===== config.mk =====
export PLATFORM = sky130hd
export DESIGN_NAME = buffered_half_duplex_uart
export DESIGN_NICKNAME = d
export VERILOG_FILES = /design/src/rtl/uart_pkg.sv /design/src/rtl/sync_fifo.sv /design/src/rtl/buffered_half_duplex_uart.sv
export SDC_FILE = /design/constraint.sdc
export NUM_CORES = 1
export LEC_CHECK = 0
export ABC_AREA = 0
export BUFFER_PORTS_ARGS = -buffer_cell sky130_fd_sc_hd__buf_2
export CORE_UTILIZATION = 45
export CTS_CLUSTER_SIZE = 16
export DETAILED_ROUTE_END_ITERATION = 6
export REMOVE_ABC_BUFFERS = 1
export SYNTH_ARGS = -nofsm -noshare
export SYNTH_HDL_FRONTEND = slang
export SYNTH_SLANG_ARGS = --single-unit

===== constraint.sdc =====
create_clock -name clk -period 4.15 [get_ports clk]
set_input_delay 0.6225 -clock clk [delete_from_list [all_inputs] [get_ports clk]]
set_output_delay 0.6225 -clock clk [all_outputs]
set_load 0.1 [all_outputs]

===== src/rtl/uart_pkg.sv =====
// Shared definitions for the buffered half-duplex UART: FSM state codes
// and the encodings used for the parity and bit-order configuration inputs.
package uart_pkg;

   typedef logic [3:0] state_t;

   // state        | meaning
   // IDLE         | line released, waiting for a start bit or a queued character
   // RX_START     | receiving start bit, glitch check at midpoint
   // RX_DATA      | receiving data bits
   // RX_PARITY    | receiving parity bit
   // RX_STOP      | receiving one or two stop bits
   // TX_START     | driving start bit (0)
   // TX_DATA      | driving data bits
   // TX_PARITY    | driving parity bit
   // TX_STOP      | line released for one or two stop bit times
   // ERR_SIG      | parity error signal: one bit driven low, one bit released
   localparam state_t ST_IDLE      = 4'd0;
   localparam state_t ST_RX_START  = 4'd1;
   localparam state_t ST_RX_DATA   = 4'd2;
   localparam state_t ST_RX_PARITY = 4'd3;
   localparam state_t ST_RX_STOP   = 4'd4;
   localparam state_t ST_TX_START  = 4'd5;
   localparam state_t ST_TX_DATA   = 4'd6;
   localparam state_t ST_TX_PARITY = 4'd7;
   localparam state_t ST_TX_STOP   = 4'd8;
   localparam state_t ST_ERR_SIG   = 4'd9;

   // Parity bit = XOR(data) XOR oddParity.
   localparam logic PARITY_EVEN = 1'b0;
   localparam logic PARITY_ODD  = 1'b1;

   // msbFirst encoding.
   localparam logic ORDER_LSB_FIRST = 1'b0;
   localparam logic ORDER_MSB_FIRST = 1'b1;

endpackage


===== src/rtl/sync_fifo.sv =====
// Single-clock FIFO with full/empty status. A read and a write in the same
// cycle both take effect, including a write while full when the read frees
// a slot. Reads while empty and writes with no room are ignored.
module sync_fifo #(
   parameter int WIDTH = 8,
   parameter int DEPTH = 4
) (
   input  logic             clk,
   input  logic             reset,
   input  logic             wr_en,
   input  logic [WIDTH-1:0] wr_data,
   input  logic             rd_en,
   output logic [WIDTH-1:0] rd_data,
   output logic             full,
   output logic             empty
);

   localparam int AW = (DEPTH > 1) ? $clog2(DEPTH) : 1;

   logic [WIDTH-1:0] r_mem [DEPTH];
   logic [AW-1:0]    r_wr_ptr;
   logic [AW-1:0]    r_rd_ptr;
   logic [AW:0]      r_count;
   logic             w_do_rd;
   logic             w_do_wr;

   assign full    = (r_count == (AW+1)'(DEPTH));
   assign empty   = (r_count == '0);
   assign w_do_rd = rd_en && !empty;
   assign w_do_wr = wr_en && (!full || w_do_rd);
   // Head reads as zero while empty so the output is clean after reset.
   assign rd_data = empty ? '0 : r_mem[r_rd_ptr];

   // Storage array, written on accepted pushes.
   always_ff @(posedge clk) begin
      if (w_do_wr) begin
         r_mem[r_wr_ptr] <= wr_data;
      end
   end

   // Pointer and occupancy bookkeeping; pointers wrap since DEPTH is a power of 2.
   always_ff @(posedge clk) begin
      if (reset) begin
         r_wr_ptr <= '0;
         r_rd_ptr <= '0;
         r_count  <= '0;
      end else begin
         if (w_do_wr) r_wr_ptr <= r_wr_ptr + 1'b1;
         if (w_do_rd) r_rd_ptr <= r_rd_ptr + 1'b1;
         case ({w_do_wr, w_do_rd})
            2'b10:   r_count <= r_count + 1'b1;
            2'b01:   r_count <= r_count - 1'b1;
            default: r_count <= r_count;
         endcase
      end
   end

endmodule


===== src/rtl/buffered_half_duplex_uart.sv =====
// Half-duplex UART on a single shared line with TX and RX FIFOs.
// One FSM handles both directions; reception has priority over transmission.
// Optional build macro ISO_ERROR_SIGNAL_EN: on an RX parity error the block
// drives the line low for one bit time from the first stop-bit midpoint.
module buffered_half_duplex_uart
   import uart_pkg::*;
#(
   parameter int DATA_BITS           = 8,
   parameter int CLOCK_PER_BIT_WIDTH = 13,
   parameter int FIFO_DEPTH          = 4
) (
   input  logic                           clk,
   input  logic                           reset,
   input  logic                           serialIn,
   output logic                           serialOut,
   output logic                           isTx,
   input  logic [CLOCK_PER_BIT_WIDTH-1:0] clocksPerBit,
   input  logic                           stopBit2,
   input  logic                           oddParity,
   input  logic                           msbFirst,
   input  logic [DATA_BITS-1:0]           txData,
   input  logic                           txWrite,
   output logic                           txFull,
   output logic                           txEmpty,
   output logic [DATA_BITS-1:0]           rxData,
   input  logic                           rxRead,
   output logic                           rxEmpty,
   output logic                           overrunErrorFlag,
   output logic                           frameErrorFlag,
   input  logic                           ackFlags,
   output logic                           endOfRx,
   output logic                           rxRun,
   output logic                           txRun
);

   localparam int CW = CLOCK_PER_BIT_WIDTH;
   localparam int BW = $clog2(DATA_BITS);
   localparam logic [BW-1:0] LAST_BIT = BW'(DATA_BITS - 1);
   localparam logic [CW-1:0] CNT_ONE  = CW'(1);

   state_t               r_state;
   logic [CW-1:0]        r_cnt;
   logic [CW-1:0]        r_cpb;
   logic [BW-1:0]        r_bit_idx;
   logic [DATA_BITS-1:0] r_shift;
   logic                 r_par;
   logic                 r_perr;
   logic                 r_serr;
   logic                 r_phase;
   logic                 r_stop2;
   logic                 r_odd;
   logic                 r_msb;
   logic                 r_serial_out;
   logic                 r_is_tx;
   logic                 r_ovr;
   logic                 r_ferr;

   logic [DATA_BITS-1:0] w_tx_head;
   logic                 w_tx_empty;
   logic                 w_tx_full;
   logic                 w_rx_full;
   logic                 w_rx_empty;
   logic                 w_half_hit;
   logic                 w_bit_end;
   logic                 w_last_bit;
   logic                 w_tx_cur;
   logic                 w_tx_next;
   logic                 w_rx_done;
   logic                 w_rx_good;
   logic                 w_rx_space;
   logic                 w_rx_push;
   logic                 w_set_ovr;
   logic                 w_set_ferr;
   logic                 w_errsig_done;
   logic                 w_tx_stop_done;
   logic                 w_launch;
   logic                 w_tx_pop;

   assign w_half_hit = (r_cnt == (r_cpb >> 1));
   assign w_bit_end  = (r_cnt == (r_cpb - CNT_ONE));
   assign w_last_bit = (r_bit_idx == LAST_BIT);
   assign w_tx_cur   = (r_msb == ORDER_MSB_FIRST) ? r_shift[DATA_BITS-1] : r_shift[0];
   assign w_tx_next  = (r_msb == ORDER_MSB_FIRST) ? r_shift[DATA_BITS-2] : r_shift[1];

   assign w_rx_done  = (r_state == ST_RX_STOP) && w_bit_end && (r_phase || !r_stop2);
   assign w_rx_good  = !r_perr && !r_serr;
   // A same-cycle read frees the slot the incoming character needs.
   assign w_rx_space = !w_rx_full || rxRead;
   assign w_rx_push  = w_rx_done && w_rx_good && w_rx_space;
   assign w_set_ovr  = w_rx_done && w_rx_good && !w_rx_space;

`ifdef ISO_ERROR_SIGNAL_EN
   assign w_errsig_done = (r_state == ST_ERR_SIG) && w_bit_end && r_phase;
   assign rxRun = (r_state inside {ST_RX_START, ST_RX_DATA, ST_RX_PARITY, ST_RX_STOP, ST_ERR_SIG});
`else
   assign w_errsig_done = 1'b0;
   assign rxRun = (r_state inside {ST_RX_START, ST_RX_DATA, ST_RX_PARITY, ST_RX_STOP});
`endif
   assign txRun = (r_state inside {ST_TX_START, ST_TX_DATA, ST_TX_PARITY, ST_TX_STOP});

   assign w_set_ferr = (w_rx_done && !w_rx_good) || w_errsig_done;
   assign endOfRx    = w_rx_done || w_errsig_done;

   // A frame may start from IDLE or straight out of the last TX stop bit,
   // which gives back-to-back transmission without an idle cycle.
   assign w_tx_stop_done = (r_state == ST_TX_STOP) && w_bit_end && (r_phase || !r_stop2);
   assign w_launch       = (r_state == ST_IDLE) || w_tx_stop_done;
   assign w_tx_pop       = w_launch && serialIn && !w_tx_empty;

   assign serialOut        = r_serial_out;
   assign isTx             = r_is_tx;
   assign txFull           = w_tx_full;
   assign txEmpty          = w_tx_empty;
   assign rxEmpty          = w_rx_empty;
   assign overrunErrorFlag = r_ovr;
   assign frameErrorFlag   = r_ferr;

   sync_fifo #(.WIDTH(DATA_BITS), .DEPTH(FIFO_DEPTH)) u_tx_fifo (
      .clk     (clk),
      .reset   (reset),
      .wr_en   (txWrite),
      .wr_data (txData),
      .rd_en   (w_tx_pop),
      .rd_data (w_tx_head),
      .full    (w_tx_full),
      .empty   (w_tx_empty)
   );

   sync_fifo #(.WIDTH(DATA_BITS), .DEPTH(FIFO_DEPTH)) u_rx_fifo (
      .clk     (clk),
      .reset   (reset),
      .wr_en   (w_rx_push),
      .wr_data (r_shift),
      .rd_en   (rxRead),
      .rd_data (rxData),
      .full    (w_rx_full),
      .empty   (w_rx_empty)
   );

   // Sticky error flags; a set in the same cycle as ackFlags wins.
   always_ff @(posedge clk) begin
      if (reset) begin
         r_ovr  <= 1'b0;
         r_ferr <= 1'b0;
      end else begin
         r_ovr  <= w_set_ovr  || (r_ovr  && !ackFlags);
         r_ferr <= w_set_ferr || (r_ferr && !ackFlags);
      end
   end

   // Frame sequencer: bit timing, shifting, line drive and state transitions.
   always_ff @(posedge clk) begin
      if (reset) begin
         r_state      <= ST_IDLE;
         r_cnt        <= '0;
         r_cpb        <= '0;
         r_bit_idx    <= '0;
         r_shift      <= '0;
         r_par        <= 1'b0;
         r_perr       <= 1'b0;
         r_serr       <= 1'b0;
         r_phase      <= 1'b0;
         r_stop2      <= 1'b0;
         r_odd        <= 1'b0;
         r_msb        <= 1'b0;
         r_serial_out <= 1'b1;
         r_is_tx      <= 1'b0;
      end else begin
         r_cnt <= r_cnt + CNT_ONE;
         case (r_state)
            ST_IDLE: begin
               r_cnt <= '0;
            end
            ST_RX_START: begin
               if (w_half_hit && serialIn) begin
                  r_state <= ST_IDLE;
               end else if (w_bit_end) begin
                  r_state   <= ST_RX_DATA;
                  r_cnt     <= '0;
                  r_bit_idx <= '0;
                  r_par     <= 1'b0;
               end
            end
            ST_RX_DATA: begin
               if (w_half_hit) begin
                  r_par <= r_par ^ serialIn;
                  if (r_msb == ORDER_MSB_FIRST)
                     r_shift <= {r_shift[DATA_BITS-2:0], serialIn};
                  else
                     r_shift <= {serialIn, r_shift[DATA_BITS-1:1]};
               end
               if (w_bit_end) begin
                  r_cnt <= '0;
                  if (w_last_bit) r_state <= ST_RX_PARITY;
                  else            r_bit_idx <= r_bit_idx + 1'b1;
               end
            end
            ST_RX_PARITY: begin
               if (w_half_hit) r_perr <= (serialIn != (r_par ^ r_odd));
               if (w_bit_end) begin
                  r_state <= ST_RX_STOP;
                  r_cnt   <= '0;
                  r_phase <= 1'b0;
                  r_serr  <= 1'b0;
               end
            end
            ST_RX_STOP: begin
               if (w_half_hit) begin
                  if (!serialIn) r_serr <= 1'b1;
`ifdef ISO_ERROR_SIGNAL_EN
                  if (!r_phase && r_perr) begin
                     r_state      <= ST_ERR_SIG;
                     r_cnt        <= '0;
                     r_serial_out <= 1'b0;
                     r_is_tx      <= 1'b1;
                  end
`endif
               end
               if (w_bit_end) begin
                  r_cnt <= '0;
                  if (!r_phase && r_stop2) r_phase <= 1'b1;
                  else                     r_state <= ST_IDLE;
               end
            end
            ST_TX_START: begin
               if (w_bit_end) begin
                  r_state      <= ST_TX_DATA;
                  r_cnt        <= '0;
                  r_bit_idx    <= '0;
                  r_serial_out <= w_tx_cur;
               end
            end
            ST_TX_DATA: begin
               if (w_bit_end) begin
                  r_cnt <= '0;
                  if (r_msb == ORDER_MSB_FIRST) r_shift <= r_shift << 1;
                  else                          r_shift <= r_shift >> 1;
                  if (w_last_bit) begin
                     r_state      <= ST_TX_PARITY;
                     r_serial_out <= r_par;
                  end else begin
                     r_bit_idx    <= r_bit_idx + 1'b1;
                     r_serial_out <= w_tx_next;
                  end
               end
            end
            ST_TX_PARITY: begin
               if (w_bit_end) begin
                  r_state      <= ST_TX_STOP;
                  r_cnt        <= '0;
                  r_phase      <= 1'b0;
                  r_serial_out <= 1'b1;
                  r_is_tx      <= 1'b0;
               end
            end
            ST_TX_STOP: begin
               if (w_bit_end) begin
                  r_cnt <= '0;
                  if (!r_phase && r_stop2) r_phase <= 1'b1;
                  else                     r_state <= ST_IDLE;
               end
            end
`ifdef ISO_ERROR_SIGNAL_EN
            ST_ERR_SIG: begin
               if (w_bit_end) begin
                  r_cnt <= '0;
                  if (!r_phase) begin
                     r_phase      <= 1'b1;
                     r_serial_out <= 1'b1;
                     r_is_tx      <= 1'b0;
                  end else begin
                     r_state <= ST_IDLE;
                  end
               end
            end
`endif
            default: begin
               r_state <= ST_IDLE;
            end
         endcase

         // Configuration is captured only at frame start so mid-frame
         // changes on the inputs have no effect.
         if (w_launch) begin
            if (!serialIn) begin
               r_state <= ST_RX_START;
               r_cnt   <= '0;
               r_cpb   <= clocksPerBit;
               r_stop2 <= stopBit2;
               r_odd   <= oddParity;
               r_msb   <= msbFirst;
            end else if (!w_tx_empty) begin
               r_state      <= ST_TX_START;
               r_cnt        <= '0;
               r_cpb        <= clocksPerBit;
               r_stop2      <= stopBit2;
               r_odd        <= oddParity;
               r_msb        <= msbFirst;
               r_shift      <= w_tx_head;
               r_par        <= (^w_tx_head) ^ oddParity;
               r_serial_out <= 1'b0;
               r_is_tx      <= 1'b1;
            end
         end
      end
   end

endmodule

==> results.sh <==
export IMPL_status="complete, no violations"
export IMPL_crit_required_ps=3530
export IMPL_numCtsBuffers=17
export IMPL_routed_top_layer="met4"
export IMPL_coreArea_um2=14500
export IMPL_ant_nets=0
export IMPL_worst_slew_pin_slew_ps=778
export IMPL_max_cap_viol_count=0
export IMPL_synthArstFlopShare=0
export IMPL_cpLargestDelayFamily="simple AND/OR/NAND/NOR gates"
export IMPL_ys_warn_count=0
export IMPL_fin_crit_sh=0.947
export IMPL_io_buffers=47
export IMPL_slew_violations=0
export IMPL_path_clk_slew_ps=60
export IMPL_drive_above_1_share=0.192
export IMPL_avgRoutedWirePerCell_um=16.2
export IMPL_ys_types=73
export IMPL_antenna_found_initial=0
export IMPL_ctsLongestPathBuffers=2
export IMPL_max_freq_mhz=254
export IMPL_die_area_um2=15300
export IMPL_place_congestion=0.885
export IMPL_wl_met1_um=6740
export IMPL_critPathLaunchType="flip-flop"
export IMPL_die_w_um=124
export IMPL_wl_met3_um=642
export IMPL_grt_pass1_wl_um=22700
export IMPL_drt_wl_total_um=13700
export IMPL_postCtsSetupRepairBufs=0
export IMPL_viasPerCell=5.46
export IMPL_io_pins=48
export IMPL_h_tree_depth=4
export IMPL_dp_hpwl_um=9820
export IMPL_slew_headroom=0.481
export IMPL_finalHoldViolations=0
export IMPL_cts_sinks=134
export IMPL_dp_cells=814
export IMPL_root_buffer="clkbuf_16"
export IMPL_power_density_nw_per_um2=630
export IMPL_finalClockSkew_ps=9.01
export IMPL_p_leak_nw=2.81
export IMPL_rsz0062_at_grt="false"
export IMPL_die_height_um=124
export IMPL_antenna_cells=0
export IMPL_initial_core_util=0.460
export IMPL_cp_end_kind="primary output"
export IMPL_gr_usage_all_layers=0.196
export IMPL_crit_path_top_delay_cell="or3b_2"
export IMPL_synth_flop_cell="dfxtp_1"
export IMPL_setup_viol=0
export IMPL_synth_edf_count=64
export IMPL_criticalPathCategory="reg -> out"
export IMPL_synth_cell_area_um2=6680
export IMPL_ys_seq_elements=134
export IMPL_path_cells="inv_1 > ha_1 > or3b_2 > nor4_2 > xnor2_1 > o2111a_1 > and3_1 > and2_1 > clkbuf_4"
export IMPL_ctsHoldBuffers=0
export IMPL_cts_resized=0
export IMPL_hold_path_class="in -> reg"
export IMPL_drtIter0Drc=306
export IMPL_arrival_ps=3310
export IMPL_finalCriticalPeriod_ps=3930
export IMPL_final_cells=846
export IMPL_area_growth_pct=13.3
export IMPL_clock_latency_ps=420
export IMPL_grt_max_degree=43
export IMPL_synth_cells=613
export IMPL_grt_pass1_vias=4604
export IMPL_cpPeakStageDelay_ps=520
export IMPL_avgSynthCellArea_um2=10.9
export IMPL_tns_ps=0
export IMPL_vias=4618
export IMPL_wl_met2_um=6120
export IMPL_vdd_drop_max_v=0.000550
export IMPL_cts_tree="built"
export IMPL_cp_max_fo=7
export IMPL_seq_area_frac_synth=0.497
export IMPL_path_buf_inv=2
export IMPL_firstDrtPassIters=5
export IMPL_grt_overflow=0
export IMPL_row_count=44
export IMPL_nets=694
export IMPL_remaining_drc_errors=0
-- per-layer routing --
| layer | up-vias | GRT usage |
|---|---|---|
| li1 | 2271 | - |
| met1 | 2199 | 0.270 |
| met2 | 125 | 0.299 |
| met3 | 23 | 0.0440 |
| met4 | 0 | 0.0768 |
| met5 | - | 0 |
-- cells by family after synthesis --
group,Yosys count,share of synthesized area
simple gates,218,0.176
flops,134,0.497
compound gates,94,0.0938
xor+xnor,59,0.0773
buf+inv,56,0.0378
mux,37,0.0871
fa+ha+maj,15,0.0303
-- per-stage QoR --
step	area [um2]	worst slack, ps	hold WS, ps	utilization	total power, W
6_report	7570	221	422	0.521	0.00477
5_1_grt	7570	12.6	416	0.521	0.00503
4_1_cts	7570	111	411	0.521	0.00481
3_5_place_dp	7000	331	450	0.482	0.00337
3_3_place_gp	7000	535	441	0.482	0.00334
2_1_floorplan	6520	-747	426	-	0.00297
-- registers in the layout, summed over array words and instances (netlist names), 3 cells and up, named ones only --
signal,cells
u_tx_fifo.r_mem,32
r_bit_idx,3
u_rx_fifo.r_count,3
r_shift,8
r_state,4
r_cnt,13
u_rx_fifo.r_mem,32
r_cpb,13
u_tx_fifo.r_count,3
-- report_power, final --
part	switching (W)	internal (W)	leakage [nW]
sequential	0.000216	0.00158	1.16
clock	0.000560	0.000876	0.267
combinational	0.000949	0.000594	1.39
total	0.00172	0.00305	2.81
-- final cells by class --
cell class / count / area (um2)
Clock buffer: 18 / 429
Multi-Input combinational cell: 423 / 3110
Clock inverter: 14 / 134
Inverter: 23 / 86.3
Timing Repair Buffer: 50 / 260
Tap cell: 184 / 230
Fill cell: 1329 / 6970
Sequential cell: 134 / 3320
-- final timing paths --
kind | start | endpoint | slack [ps] | cells past startpoint
max | r_cpb[0] | endOfRx | 220 | 9
min | txData[0] | u_tx_fifo.r_mem[2][0] | 420 | 1
max reg2reg | r_cpb[0] | u_rx_fifo.r_count[2] | 340 | 15
min reg2reg | r_bit_idx[1] | r_bit_idx[1] | 460 | 2
-- synth_stat cells, drive strengths merged (10+ instances only) --
cell type / n / area (um2)
mux4: 16 / 360
xor2: 34 / 298
inv: 23 / 86.3
and2: 13 / 81.3
dfxtp: 70 / 1400
mux2i: 12 / 120
xnor2: 25 / 219
nor2: 51 / 199
nand3: 15 / 80.1
nand2: 57 / 221
nor2b: 13 / 81.3
o21ai: 18 / 97.6
and3: 10 / 62.6
clkbuf: 20 / 75.1
buf: 13 / 91.3
a21oi: 37 / 185
edfxtp: 64 / 1920
ha: 13 / 163
-- placed cells by master (no fill, tap or decap), types with 6 or more instances in the layout --
cell type / count
clkbuf_16: 17
and3_1: 10
nor2_1: 50
mux4_2: 16
buf_2: 46
ha_1: 13
inv_1: 23
xnor2_1: 25
nand3_1: 14
a21oi_1: 37
nor3_1: 8
nand2_1: 56
and2_1: 13
mux2i_1: 12
edfxtp_1: 64
nand3b_1: 7
nand2b_1: 6
nor4_1: 7
mux2_2: 9
dfxtp_1: 70
nor2b_1: 13
xor2_1: 34
o21ai_0: 16
Power figures use the tool's default switching activity.
